--- src/rtl/eth_arp_reply_tx.sv ---
// rtl/eth_arp_reply_tx.sv - ARP reply frame builder emitting one byte per clock
//
// Builds a complete Ethernet II ARP reply (preamble, SFD, headers, ARP payload,
// zero pad, FCS) when a decoded ARP request targets LOCAL_IP.
//
// Ports:
//   clk, rst_n           byte clock, asynchronous active-low reset
//   i_req                one-cycle strobe, ARP request fields valid
//   i_arp_oper/sha/spa/tpa  decoded ARP request fields
//   o_tx_data, o_tx_en   transmit byte stream
//   o_busy               high from accept through end of inter-frame gap
//   o_drop               pulse: request lost because a frame was in progress
//   o_sent               pulse coincident with the last FCS byte
module eth_arp_reply_tx #(
    parameter logic [47:0] LOCAL_MAC = 48'h02_00_00_00_00_01,
    parameter logic [31:0] LOCAL_IP  = 32'hC0A8_0164,
    parameter int          IFG_LEN   = 12
) (
    input  logic        clk,
    input  logic        rst_n,
    input  logic        i_req,
    input  logic [15:0] i_arp_oper,
    input  logic [47:0] i_arp_sha,
    input  logic [31:0] i_arp_spa,
    input  logic [31:0] i_arp_tpa,
    output logic [7:0]  o_tx_data,
    output logic        o_tx_en,
    output logic        o_busy,
    output logic        o_drop,
    output logic        o_sent
);

    localparam logic [31:0] CRC_POLY = 32'hEDB88320;
    localparam logic [7:0]  IFG_LAST = 8'(IFG_LEN - 1);

    typedef enum logic [2:0] {
        S_IDLE, S_PRE, S_SFD, S_BODY, S_PAD, S_FCS, S_IFG
    } state_t;

    state_t      r_state;
    logic [7:0]  r_cnt;
    logic [31:0] r_crc;
    logic [47:0] r_sha;
    logic [31:0] r_spa;

    // Reflected CRC-32, one byte, LSB first.
    function automatic logic [31:0] crc32_byte(input logic [31:0] c, input logic [7:0] d);
        logic [31:0] v;
        v = c ^ {24'h0, d};
        for (int i = 0; i < 8; i++) begin
            v = v[0] ? ((v >> 1) ^ CRC_POLY) : (v >> 1);
        end
        return v;
    endfunction

    // The 42 header/payload bytes, byte 0 in the top bits.
    logic [335:0] w_body;
    assign w_body = {r_sha, LOCAL_MAC, 16'h0806, 16'h0001, 16'h0800, 8'h06, 8'h04,
                     16'h0002, LOCAL_MAC, LOCAL_IP, r_sha, r_spa};

    // Outputs are registered, so the byte chosen here is the one shown next cycle.
    logic [5:0] w_bsel;
    logic [5:0] w_brev;
    logic [7:0] w_body_byte;
    assign w_bsel      = (r_state == S_BODY) ? (r_cnt[5:0] + 6'd1) : 6'd0;
    assign w_brev      = 6'd41 - w_bsel;
    assign w_body_byte = w_body[{w_brev, 3'b000} +: 8];

    // CRC absorbs the byte currently on the wire; FCS byte 0 needs the
    // updated value in the same cycle, later FCS bytes read the frozen register.
    logic [31:0] w_crc_next;
    logic [1:0]  w_fcs_sel;
    logic [7:0]  w_fcs_byte;
    assign w_crc_next = crc32_byte(r_crc, o_tx_data);
    assign w_fcs_sel  = r_cnt[1:0] + 2'd1;
    assign w_fcs_byte = r_crc[{w_fcs_sel, 3'b000} +: 8];

    always_ff @(posedge clk or negedge rst_n) begin
        if (!rst_n) begin
            r_state   <= S_IDLE;
            r_cnt     <= 8'd0;
            r_crc     <= 32'hFFFFFFFF;
            r_sha     <= 48'd0;
            r_spa     <= 32'd0;
            o_tx_data <= 8'd0;
            o_tx_en   <= 1'b0;
            o_busy    <= 1'b0;
            o_drop    <= 1'b0;
            o_sent    <= 1'b0;
        end else begin
            o_drop <= i_req && o_busy;
            o_sent <= 1'b0;
            case (r_state)
                S_IDLE: begin
                    if (i_req && (i_arp_oper == 16'h0001) && (i_arp_tpa == LOCAL_IP)) begin
                        r_sha     <= i_arp_sha;
                        r_spa     <= i_arp_spa;
                        r_state   <= S_PRE;
                        r_cnt     <= 8'd0;
                        o_tx_data <= 8'h55;
                        o_tx_en   <= 1'b1;
                        o_busy    <= 1'b1;
                    end
                end
                S_PRE: begin
                    if (r_cnt == 8'd6) begin
                        r_state   <= S_SFD;
                        r_cnt     <= 8'd0;
                        o_tx_data <= 8'hD5;
                    end else begin
                        r_cnt     <= r_cnt + 8'd1;
                        o_tx_data <= 8'h55;
                    end
                end
                S_SFD: begin
                    r_crc     <= 32'hFFFFFFFF;
                    r_state   <= S_BODY;
                    r_cnt     <= 8'd0;
                    o_tx_data <= w_body_byte;
                end
                S_BODY: begin
                    r_crc <= w_crc_next;
                    if (r_cnt == 8'd41) begin
                        r_state   <= S_PAD;
                        r_cnt     <= 8'd0;
                        o_tx_data <= 8'h00;
                    end else begin
                        r_cnt     <= r_cnt + 8'd1;
                        o_tx_data <= w_body_byte;
                    end
                end
                S_PAD: begin
                    r_crc <= w_crc_next;
                    if (r_cnt == 8'd17) begin
                        r_state   <= S_FCS;
                        r_cnt     <= 8'd0;
                        o_tx_data <= ~w_crc_next[7:0];
                    end else begin
                        r_cnt     <= r_cnt + 8'd1;
                        o_tx_data <= 8'h00;
                    end
                end
                S_FCS: begin
                    if (r_cnt == 8'd3) begin
                        r_state   <= S_IFG;
                        r_cnt     <= 8'd0;
                        o_tx_data <= 8'h00;
                        o_tx_en   <= 1'b0;
                    end else begin
                        r_cnt     <= r_cnt + 8'd1;
                        o_tx_data <= ~w_fcs_byte;
                        if (r_cnt == 8'd2) begin
                            o_sent <= 1'b1;
                        end
                    end
                end
                S_IFG: begin
                    if (r_cnt == IFG_LAST) begin
                        r_state <= S_IDLE;
                        r_cnt   <= 8'd0;
                        o_busy  <= 1'b0;
                    end else begin
                        r_cnt <= r_cnt + 8'd1;
                    end
                end
                default: begin
                    r_state <= S_IDLE;
                    r_cnt   <= 8'd0;
                    o_tx_en <= 1'b0;
                    o_busy  <= 1'b0;
                end
            endcase
        end
    end

endmodule

--- config.mk ---
export PLATFORM = sky130hd
export DESIGN_NAME = eth_arp_reply_tx
export DESIGN_NICKNAME = d
export VERILOG_FILES = /design/src/rtl/eth_arp_reply_tx.sv
export SDC_FILE = /design/constraint.sdc
export NUM_CORES = 1
export LEC_CHECK = 0
export CAP_MARGIN = 20
export CELL_PAD_IN_SITES_DETAIL_PLACEMENT = 2
export CELL_PAD_IN_SITES_GLOBAL_PLACEMENT = 2
export CORE_ASPECT_RATIO = 1.25
export CORE_MARGIN = 5
export CORE_UTILIZATION = 34
export CTS_CLUSTER_DIAMETER = 200
export DETAILED_ROUTE_END_ITERATION = 16
export PLACE_DENSITY = 0.89
export SLEW_MARGIN = 20
export SYNTH_ARGS = -nofsm -noshare
export SYNTH_HDL_FRONTEND = slang
export SYNTH_SLANG_ARGS = --single-unit
--- constraint.sdc ---
create_clock -name clk -period 4.8 [get_ports clk]
set_input_delay 0.48 -clock clk [delete_from_list [all_inputs] [get_ports clk]]
set_output_delay 0.48 -clock clk [all_outputs]
set_load 0.03 [all_outputs]
==> run metrics <==
EDFF count, synth=0; Synth-to-Final Area Change=28.8%; share of layout cells above drive strength 1=22.8%; dpl hpwl=19200 µm; Post-synth ARST share=100%; Syn Area/Cell=11.0 µm²; Routed Antenna Nets=0; n_diodes=0; minimum clock period=3680 ps; core area=0.0224 mm²; CP Cell Sequence=inv_1, ha_1, inv_1, nand2_1, ha_1, xor2_1, buf_4, nand3_1, a311oi_1, a22oi_1, o21ai_0; TritonCTS clock tree=yes; I/O pin cnt=143; Setup TNS=0 ps; #FFs+latches synth=135; # rows=61; Syn Inst Count=707; H-tree depth=4; Area contributors post-synth=dfrtp_1, mux2_2, dfstp_2; CP Max Fanout=16; Global Route Usage Sum=21.6%; First DRT Iteration DRCs=253; unique cell type count in the Yosys netlist=70; Total Nets Final=978; register area share after synthesis=44.0%; Die ar.=0.0260 mm²; Leak=4.16 nW; detailed-route DRC error count=0; Slew HR=32.3%; design area=0.0100 mm²; Hold Violations, Final=0; R2R depth=11; Post-Syn Area=0.00777 mm²; status=completed; top-area cell type share of the netlist area=33.2%; ys flop type=dfrtp_1; CTS root buffer=clkbuf_16; port buffer count=142; initial antenna violation count=0; max_cap viols=0; DRT Wirelength=27600 µm; CTS buffer count=17; worst hold margin=148 ps; via/cell ratio=5.62; Post-CTS Setup Repair Bufs=0; period utilization=76.6%; Critical Path AT=4040 ps; first drt pass iteration count=4; Slew @ Worst Pin=1010 ps; post_cts resized=0; first-pass GRT wire length=44000 µm; worst skew pair latency=440 ps; Worst IR Drop VDD=0.252 mV; Max stage delay on crit path=670 ps; number of fill cells=2254; Setup crit start kind=flip-flop; clk buf depth=2; Placement Cell Area=0.00940 mm²; die height=179 µm; cts hold-fix bufs=0; net count of the mapped netlist=850; Critical-path top delay cell=xor2_1; PwrDens=267 mW/mm²; clk sinks=135; die extent in x=145 µm; Slew Limit Fails=0; Worst Hold Class=input port to async pin; Setup violations, final=0; critical path required time=5160 ps; global route overflow=0; Clock transition at path regs=70 ps; Crit Path Class=flip-flop to flip-flop; vias post-DR=6357; leading area contributor after synthesis=dfrtp_1; vias in the first global route=7400; skew final=11.8 ps; initial core utilization=34.8%; DR WL/cell=24.4 µm; largest net degree at the start of global routing=97; Crit. End Element=flip-flop; Synth Warn #=0; RSZ-0062 raised after global routing=false; FMAX=272 MHz; GPL Wtd Cong=0.820
## cell usage after synthesis, drive strengths merged, types with 3 or more instances
cell      n
inv      15
a21oi    43
mux4      8
nor4      6
ha       12
dfstp    32
o21ai    33
nor2     51
nor3     15
a221oi    3
a31oi     6
and3      4
o31ai    11
clkbuf   22
nand2b    3
a211oi    8
buf      21
nor2b     8
o22ai     4
nand4     8
o211ai    5
mux2     85
nor4b     5
o221ai    4
a2111o    3
dfrtp   103
or3       6
o22a      8
nand2    32
mux2i    20
xnor2    52
a41oi     3
a21boi    3
nand3    12
xor2     25
nor4bb    4
## layer usage
| layer | share of wire (%) | vias up | track usage [%] |
|---|---|---|---|
| met2 | 53 | 210 | 39.2 |
| met3 | 4.1 | 78 | 4.75 |
| met5 | 0 | - | 0 |
| met4 | 3.8 | 0 | 9.91 |
| met1 | 39 | 3258 | 24.3 |
| li1 | - | 2811 | - |
## per-stage QoR
stage / utilization [%] / power [W] / instances / setup WS, ps
3_5_place_dp: 42.0 / 0.00130 / 1099 / 1110
4_1_cts: 44.7 / 0.00270 / 1131 / 1100
3_3_place_gp: 42.0 / 0.00130 / 1099 / 1320
6_report: 44.8 / 0.00267 / 1131 / 1120
5_1_grt: 44.8 / 0.00276 / 1131 / 896
2_1_floorplan: - / 0.00116 / 707 / 1250
## sequential cells by signal (all words and copies together), names as in the netlist
register	cells
r_crc	32
r_state	3
r_sha	48
o_drop	1
o_tx_en	1
r_cnt	8
o_tx_data	8
r_spa	32
o_sent	1
o_busy	1
## path summary, 6_finish.rpt
| check | endpoint | start | slack, ps |
|---|---|---|---|
| max | o_tx_data[5]$_DFFE_PN0P_ | r_cnt[0]$_DFFE_PN0P_ | 1120 |
| min | r_spa[30]$_DFFE_PN0P_ | rst_n | 150 |
| max reg2reg | o_tx_data[5]$_DFFE_PN0P_ | r_cnt[0]$_DFFE_PN0P_ | 1120 |
| min reg2reg | r_sha[2]$_DFFE_PN0P_ | r_sha[2]$_DFFE_PN0P_ | 500 |
| max in group asynchronous | r_sha[9]$_DFFE_PN0P_ | rst_n | 3530 |
| min in group clk | r_sha[2]$_DFFE_PN0P_ | r_sha[2]$_DFFE_PN0P_ | 500 |
## placed cells by master, fill, tap and decap left out, types with 6 or more instances in the layout
master and instances:
o21ai_0 30, inv_1 15, mux4_2 8, xnor2_1 49, xor2_1 20, mux2_2 85, a211oi_1 7, a21oi_1 43
nor2b_1 8, inv_8 6, dfstp_2 32, buf_4 10, nand4_1 8, mux2i_1 20, nor3_1 14, nor4_1 6
dfrtp_1 102, clkdlybuf4s50_1 141, nand3_1 12, ha_1 12, o22a_1 8, a31oi_1 6, o31ai_1 10, nor2_1 51
clkbuf_16 17, nand2_1 30
## area by class of cell
class / instances / area [µm²] / share of cell area, %
inverter: 15 / 56.3 / 0.562
multi-input combinational: 514 / 4080 / 40.7
timing repair buffer: 152 / 1500 / 15.0
sequential: 135 / 3420 / 34.1
clock buffer: 17 / 425 / 4.25
tap: 283 / 354 / 3.54
clock inverter: 15 / 183 / 1.82
## logic make-up after synthesis
kind of cell | Yosys count | synth area share (%)
and+or+nand+nor | 164 | 10.8
buffers and inverters | 58 | 4.02
AOI/OAI and AO/OA | 148 | 12.6
xor gates and xnor gates | 77 | 9.45
muxes | 113 | 17.2
adders and majority gates | 12 | 1.93
DFF | 135 | 44.0
## report_power, final
group	total (W)	internal [W]	switching, W
clock	0.00140	0.000790	0.000606
combinational	0.000138	0.0000955	0.0000430
sequential	0.00114	0.00114	0
## worst max-delay path: cells and delay by family (launching register included)
kind / cells / cell delay [ps]
buf+inv: 3 / 720
fa+ha+maj: 2 / 690
xor+xnor: 1 / 670
compound gates: 3 / 660
flops: 1 / 570
simple gates: 2 / 270
Power figures use the tool's default switching activity.
